<file path="config.mk">
export PLATFORM = sky130hd
export DESIGN_NAME = cv32e40s_obi_arbiter
export DESIGN_NICKNAME = d
export VERILOG_FILES = /design/src/rtl/cv32e40s_obi_arbiter.sv
export SDC_FILE = /design/constraint.sdc
export NUM_CORES = 1
export LEC_CHECK = 0
export CORE_AREA = 2 2 86 88
export CTS_BUF_LIST = sky130_fd_sc_hd__clkbuf_4 sky130_fd_sc_hd__clkbuf_8
export DETAILED_ROUTE_END_ITERATION = 8
export DIE_AREA = 0 0 88 90
export DONT_BUFFER_PORTS = 1
export PLACE_DENSITY = 0.39
export SYNTH_ARGS = -nofsm -noshare
export SYNTH_HDL_FRONTEND = slang
export SYNTH_SLANG_ARGS = --single-unit
</file>
<file path="constraint.sdc">
create_clock -name clk -period 2.6 [get_ports clk]
set_input_delay 0.52 -clock clk [delete_from_list [all_inputs] [get_ports clk]]
set_output_delay 0.52 -clock clk [all_outputs]
set_load 0.01 [all_outputs]
</file>
<file path="src/rtl/cv32e40s_obi_arbiter.sv">
// Two-requester OBI arbiter: round-robin with address-phase lock, zero-latency grant,
// response routing through an in-order ID FIFO bounded by MAX_OUTSTANDING.
module cv32e40s_obi_arbiter #(
  parameter int unsigned MAX_OUTSTANDING = 2
) (
  input  logic        clk,
  input  logic        rst_n,
  input  logic [1:0]  m_req_i,
  output logic [1:0]  m_gnt_o,
  input  logic [63:0] m_addr_i,
  input  logic [1:0]  m_we_i,
  input  logic [7:0]  m_be_i,
  input  logic [63:0] m_wdata_i,
  output logic [1:0]  m_rvalid_o,
  output logic        obi_req_o,
  output logic [31:0] obi_addr_o,
  output logic        obi_we_o,
  output logic [3:0]  obi_be_o,
  output logic [31:0] obi_wdata_o,
  input  logic        obi_gnt_i,
  input  logic        obi_rvalid_i,
  output logic        protocol_err_o
);

  localparam int unsigned CW = $clog2(MAX_OUTSTANDING + 1);
  localparam int unsigned PW = (MAX_OUTSTANDING > 1) ? $clog2(MAX_OUTSTANDING) : 1;

  logic                       sel_q;
  logic                       lock_q;
  logic                       prio_q;
  logic [CW-1:0]              cnt_q;
  logic [MAX_OUTSTANDING-1:0] fifo_q;
  logic [PW-1:0]              wr_ptr_q;
  logic [PW-1:0]              rd_ptr_q;

  logic          sel;
  logic          below_max;
  logic          accept;
  logic          pop;
  logic          head;
  logic [PW-1:0] wr_nxt;
  logic [PW-1:0] rd_nxt;

  // A locked request must be presented unchanged until granted.
  always_comb begin
    sel = prio_q;
    if (lock_q)                sel = sel_q;
    else if (m_req_i == 2'b01) sel = 1'b0;
    else if (m_req_i == 2'b10) sel = 1'b1;
  end

  assign below_max = (cnt_q < CW'(MAX_OUTSTANDING));
  assign obi_req_o = lock_q | ((|m_req_i) & below_max);
  assign accept    = obi_req_o & obi_gnt_i;
  assign pop       = obi_rvalid_i & (cnt_q != '0);
  assign head      = fifo_q[rd_ptr_q];

  assign obi_addr_o  = !obi_req_o ? '0 : (sel ? m_addr_i[63:32]  : m_addr_i[31:0]);
  assign obi_we_o    = !obi_req_o ? '0 : (sel ? m_we_i[1]        : m_we_i[0]);
  assign obi_be_o    = !obi_req_o ? '0 : (sel ? m_be_i[7:4]      : m_be_i[3:0]);
  assign obi_wdata_o = !obi_req_o ? '0 : (sel ? m_wdata_i[63:32] : m_wdata_i[31:0]);

  assign m_gnt_o        = accept ? {sel, ~sel} : 2'b00;
  assign m_rvalid_o     = pop ? {head, ~head} : 2'b00;
  assign protocol_err_o = obi_rvalid_i & (cnt_q == '0);

  assign wr_nxt = (wr_ptr_q == PW'(MAX_OUTSTANDING - 1)) ? '0 : wr_ptr_q + 1'b1;
  assign rd_nxt = (rd_ptr_q == PW'(MAX_OUTSTANDING - 1)) ? '0 : rd_ptr_q + 1'b1;

  always_ff @(posedge clk or negedge rst_n) begin
    if (!rst_n) begin
      sel_q    <= 1'b0;
      lock_q   <= 1'b0;
      prio_q   <= 1'b0;
      cnt_q    <= '0;
      fifo_q   <= '0;
      wr_ptr_q <= '0;
      rd_ptr_q <= '0;
    end else begin
      if (accept) begin
        lock_q           <= 1'b0;
        prio_q           <= ~sel;
        fifo_q[wr_ptr_q] <= sel;
        wr_ptr_q         <= wr_nxt;
      end else if (obi_req_o) begin
        lock_q <= 1'b1;
        sel_q  <= sel;
      end
      if (pop) rd_ptr_q <= rd_nxt;
      case ({accept, pop})
        2'b10:   cnt_q <= cnt_q + 1'b1;
        2'b01:   cnt_q <= cnt_q - 1'b1;
        default: cnt_q <= cnt_q;
      endcase
    end
  end

endmodule

</file>
Word-level counts from Yosys, hierarchy flattened --
Cells that the tools add are included.
Word-level totals: flip-flop bits (word level) 9, bits in latches 0, RAM bits 0, memory bits (read-only) 0, input port bits 144, output and inout port bits 75, logic and storage cells 57, memories kept 0
Operators by class: add/subtract/negate cells 4, multipliers 0, divide/modulo/power cells 0, order comparisons 4, eq/ne operators 4, shift-type cells 0, muxes and demuxes 23, bitwise gates (word level) 8, reduce and logical (&&, ||, !) cells 7
Operator list (count):
- $mux W32 | 4
- $mux W1 | 12
- $mux W4 | 2
- $reduce_bool A2 Y1 | 3
- $and A1 B1 Y1 | 4
- $eq A2 B1 Y1 const B | 2
- $eq A2 B2 Y1 const B | 2
- $lt A1 B2 Y1 const B | 2
- $mux W2 | 2
- $pmux W2 S2 | 1
- $not A1 Y1 | 3
- $add A1 B1 Y1 const B | 2
- $add A2 B1 Y2 const B | 1
- $bwmux W2 | 1
- $logic_not A2 Y1 | 1
- $lt A2 B2 Y1 const B | 1
- $reduce_and A2 Y1 | 1
- $reduce_or A2 Y1 | 1
- $sub A2 B1 Y2 const B | 1
- $demux W1 S1 | 1
- $ge A1 B1 Y1 const B | 1
- $logic_and A1 B1 Y1 | 1
- $or A1 B1 Y1 | 1

Depth between registers and ports, before layout --
word-level depth 6, mapped depth 7, depth with buffers taken out 6

Worst setup path before layout --
OpenSTA, ideal clock, no wires.
path type input -> output, start point in m_req_i[1], end point out obi_addr_o[0], arrival 1629 ps, slack 451 ps, stages 6, path buffers 2, path through nor2b_2 -> o211ai_4 -> and2_4 -> buf_8 -> buf_12 -> mux2i_1
On the way: word-level cells in the longest chain between the ends 6, elaborated cells on any way between the ends 10, classes of those cells eq/ne (2); mux (5); bitwise (2); reduce/logical (1)
Ends and longest elaborated chain:
- start, declared | line 8 | input logic [1:0] m_req_i,
- $eq A2 B2 Y1 | line 49 | else if (m_req_i == 2'b10) sel = 1'b1;
- $mux W1 | line 49
- $mux W1 | line 48 | else if (m_req_i == 2'b01) sel = 1'b0;
- $mux W1 | line 47 | if (lock_q) sel = sel_q;
- $mux W32 | line 58 | assign obi_addr_o = !obi_req_o ? '0 : (sel ? m_addr_i[63:32] : m_addr_i[31:0]);
- $mux W32 * | line 58
- end, declared | line 16 | output logic [31:0] obi_addr_o,
Mark *: on every way between the ends. The rest lies on a longest branch, timed or not.

Worst setup path after layout --
start point reg cnt_q[1], end point out obi_addr_o[16]
On the way: word-level cells in the longest chain between the ends 4
Ends and longest elaborated chain:
- start, declared | line 31 | logic [CW-1:0] cnt_q;
- start signal, assigned | line 91 | 2'b10: cnt_q <= cnt_q + 1'b1;
- start signal, assigned | line 92 | 2'b01: cnt_q <= cnt_q - 1'b1;
- start signal, assigned | line 93 | default: cnt_q <= cnt_q;
- $lt A2 B2 Y1 | line 52 | assign below_max = (cnt_q < CW'(MAX_OUTSTANDING));
- $and A1 B1 Y1 | line 53 | assign obi_req_o = lock_q | ((|m_req_i) & below_max);
- $or A1 B1 Y1 | line 53
- $mux W32 | line 58
No other way between the ends.

==> impl_metrics.csv <==
group,metric,value,unit
status,status,"complete, no violations",
grt,grt_pass1_wl,7320,µm
synthesis,synth_fa_ha_area_frac,0.00686,
final_layout,drive_above_1_share,0.0758,
floorplanning,dieWidth,88,µm
power,switching_share,0.572,
clock_network,cts_buffer_depth,2,
synthesis,yosys.area.top_type_share,0.253,
final_layout,fill_cells,775,
sta,setup_viol,0,
drt,wirelength,5410,µm
synthesis,syn_avg_cell_area,6.58,µm²
power,comb_power_share,0.813,
drt,drc,0,
worst_setup_path,crit_required,2.08,ns
clock_network,numClockSinks,9,
hold_path,hp-class,"input pin to flip-flop",
power,p_leak,0.961,nW
sta,rsz0062_at_grt,"false",
worst_setup_path,arrival,1.70,ns
sta,hold_viol_final,0,
sta,worstMarginPinSlew,0.430,ns
sta,whs,0.372,ns
power,ir_drop,604,µV
synthesis,synth-seq-area-share,0.124,
flow_run,drv_cap,0,
clock_network,cts.htree.levels,1,
worst_setup_path,worstSetupPathType,"flip-flop to primary output",
worst_setup_path,worst_setup_path_start_kind,"flip-flop",
final_layout,diodes,0,
power,p_sw,1.35,mW
drt,drt_pass1_iterations,4,
synthesis,synth_cell_types,32,
final_layout,mostFrequentLayoutCells,"nand2_1 (117), mux2i_1 (46), o21ai_1 (25)",
synthesis,synth_nets,422,
grt,grt_overflow_total,0,
synthesis,syn_area,1820,µm²
final_layout,nNetsFinal,410,
clock_network,path_clk_slew,0.04,ns
place,place.gp.congestion,0.656,
grt,antenna_found_initial,0,
place,dp_hpwl,4190,µm
synthesis,synth_top_family_by_area,"simple AND/OR/NAND/NOR gates",
sta,max_freq,450,MHz
worst_setup_path,worstPathMaxFanout,80,
sta,slew_headroom,0.711,
power,intPower,1.01,mW
floorplanning,rows,31,
clock_network,cts_setup_buffers,0,
synthesis,synth-compound-area-share,0.111,
drt,vias,1816,
floorplanning,io_pins,219,
drt,ant_nets,0,
worst_setup_path,critPathCaptureType,"primary output",
drt,dr.first_iter.drc_count,61,
sta,fin_crit_sh,0.854,
sta,clock_skew,0.00178,ns
grt,grt_util_all_layers,0.112,
power,clockPowerShare,0.071,
power,p_per_area,1230,nW/µm²
clock_network,cts_tree,"yes",
place,port_buffers,0,
sta,slew_violations,0,
synthesis,ys_warn_count,0,
clock_network,cts_inserted_buffers,3,
floorplanning,dieArea,7920,µm²
synthesis,ys_ff_latch,9,
clock_network,clock-root-buffer,"clkbuf_8",
floorplanning,initial_core_util,0.260,
final_layout,layout_commonest_cell,"nand2_1",
drt,post_drt_wl_per_cell,14.9,µm
synthesis,synth_mux_area_frac,0.259,
sta,setup_tns,0,ns
drt,via_per_inst,5.00,
clock_network,holdBufCountCts,1,
clock_network,cts_resized,0,
synthesis,synthSimpleGateAreaFrac,0.356,
synthesis,ys_top_cells_by_area,"mux2i_1 (25%), nand2_1 (24%), dfrtp_1 (12%), nand4_1 (8.2%), o21ai_1 (6.9%)",
synthesis,synth.largest_area_cell,"mux2i_1",
synthesis,synth_cells,277,
power,seq_power_share,0.116,
floorplanning,die_h,90,µm
grt,grt_pass1_vias,1486,
synthesis,synth_xor_area_frac,0.0240,
final_layout,syn_to_final_growth,5.49,%
sta,fin_crit,2.22,ns
grt,grt_max_degree,81,
floorplanning,core-area,7020,µm²
clock_network,clkLatencyLatePin,0.23,ns
logic make-up after synthesis:
| family | after synthesis |
|---|---|
| flops | 9 |
| buf+inv | 30 |
| simple gates | 151 |
| fa+ha+maj | 1 |
| xor+xnor | 5 |
| mux | 47 |
| compound gates | 34 |
registers in the layout, indices dropped and copies added (netlist names):
register  count
cnt_q         2
lock_q        1
wr_ptr_q      1
prio_q        1
rd_ptr_q      1
sel_q         1
fifo_q        2
critical path, cell delays in order (launching register included):
cell      delay (ns)
dfrtp_1         0.41
o21bai_1        0.24
nand2_4         0.13
buf_12          0.26
nand2_1         0.09
mux2i_1         0.29
cell usage after synthesis:
master	number
a21bo_1	1
a21oi_1	1
a31oi_1	1
a41oi_1	1
and2_4	1
buf_12	4
buf_2	4
buf_4	2
buf_6	1
buf_8	2
clkbuf_1	15
dfrtp_1	9
ha_1	1
inv_1	1
inv_2	1
mux2_2	1
mux2i_1	46
nand2_1	117
nand2_2	1
nand2b_1	1
nand4_1	24
nor2_1	4
nor2b_1	1
nor2b_2	1
nor3b_1	1
o211ai_4	1
o21ai_0	2
o21ai_1	25
o21bai_1	1
o31ai_1	1
xnor2_1	4
xor2_1	1
through the flow:
stage / power [mW] / utilization / instance area (µm²) / setup slack, ns / std cells
4_1_cts: 2.39 / 0.274 / 1920 / 0.358 / 363
3_5_place_dp: 2.21 / 0.266 / 1860 / 0.426 / 358
3_3_place_gp: 2.21 / 0.266 / 1860 / 0.418 / 358
5_1_grt: 2.57 / 0.274 / 1920 / 0.208 / 363
6_report: 2.36 / 0.274 / 1920 / 0.379 / 363
2_1_floorplan: 2.02 / - / 1820 / 0.451 / 277
per-layer routing:
| layer | GRT usage | wire length [µm] | up-vias | share of wire |
|---|---|---|---|---|
| met2 | 0.214 | 2810 | 120 | 0.52 |
| met5 | 0 | 0 | - | 0 |
| li1 | - | - | 914 | - |
| met1 | 0.132 | 2100 | 782 | 0.39 |
| met4 | 0.0179 | 0 | 0 | 0 |
| met3 | 0.0147 | 495 | 0 | 0.092 |
path summary, 6_finish.rpt:
check	startpoint	end	slack, ns	depth (start not counted)
setup / recovery	cnt_q[1]	obi_addr_o[16]	0.38	5
hold / removal	obi_gnt_i	lock_q	0.37	1
setup reg to reg	cnt_q[1]	cnt_q[1]	0.89	5
hold reg to reg	sel_q	sel_q	0.50	1
max in group asynchronous	rst_n	fifo_q[0]	1.64	1
min in group asynchronous	rst_n	cnt_q[1]	0.66	1
power by group through the flow:
stage / registers [mW] / clock network [mW] / logic (mW)
final: 0.273 / 0.169 / 1.92
after global routing: 0.286 / 0.184 / 2.10
after CTS: 0.274 / 0.173 / 1.94
after detailed placement: 0.275 / 0 / 1.93
after global placement: 0.277 / 0 / 1.93
after floorplan: 0.259 / 0 / 1.76
area by class of cell:
class	instances	area (µm²)	area share
Multi-Input combinational cell	238	1380	0.719
Sequential cell	9	225	0.117
Timing Repair Buffer	11	135	0.0703
Tap cell	99	124	0.0644
Clock buffer	4	48.8	0.0254
Inverter	2	7.51	0.00390
(Power assumes the default switching activity.)
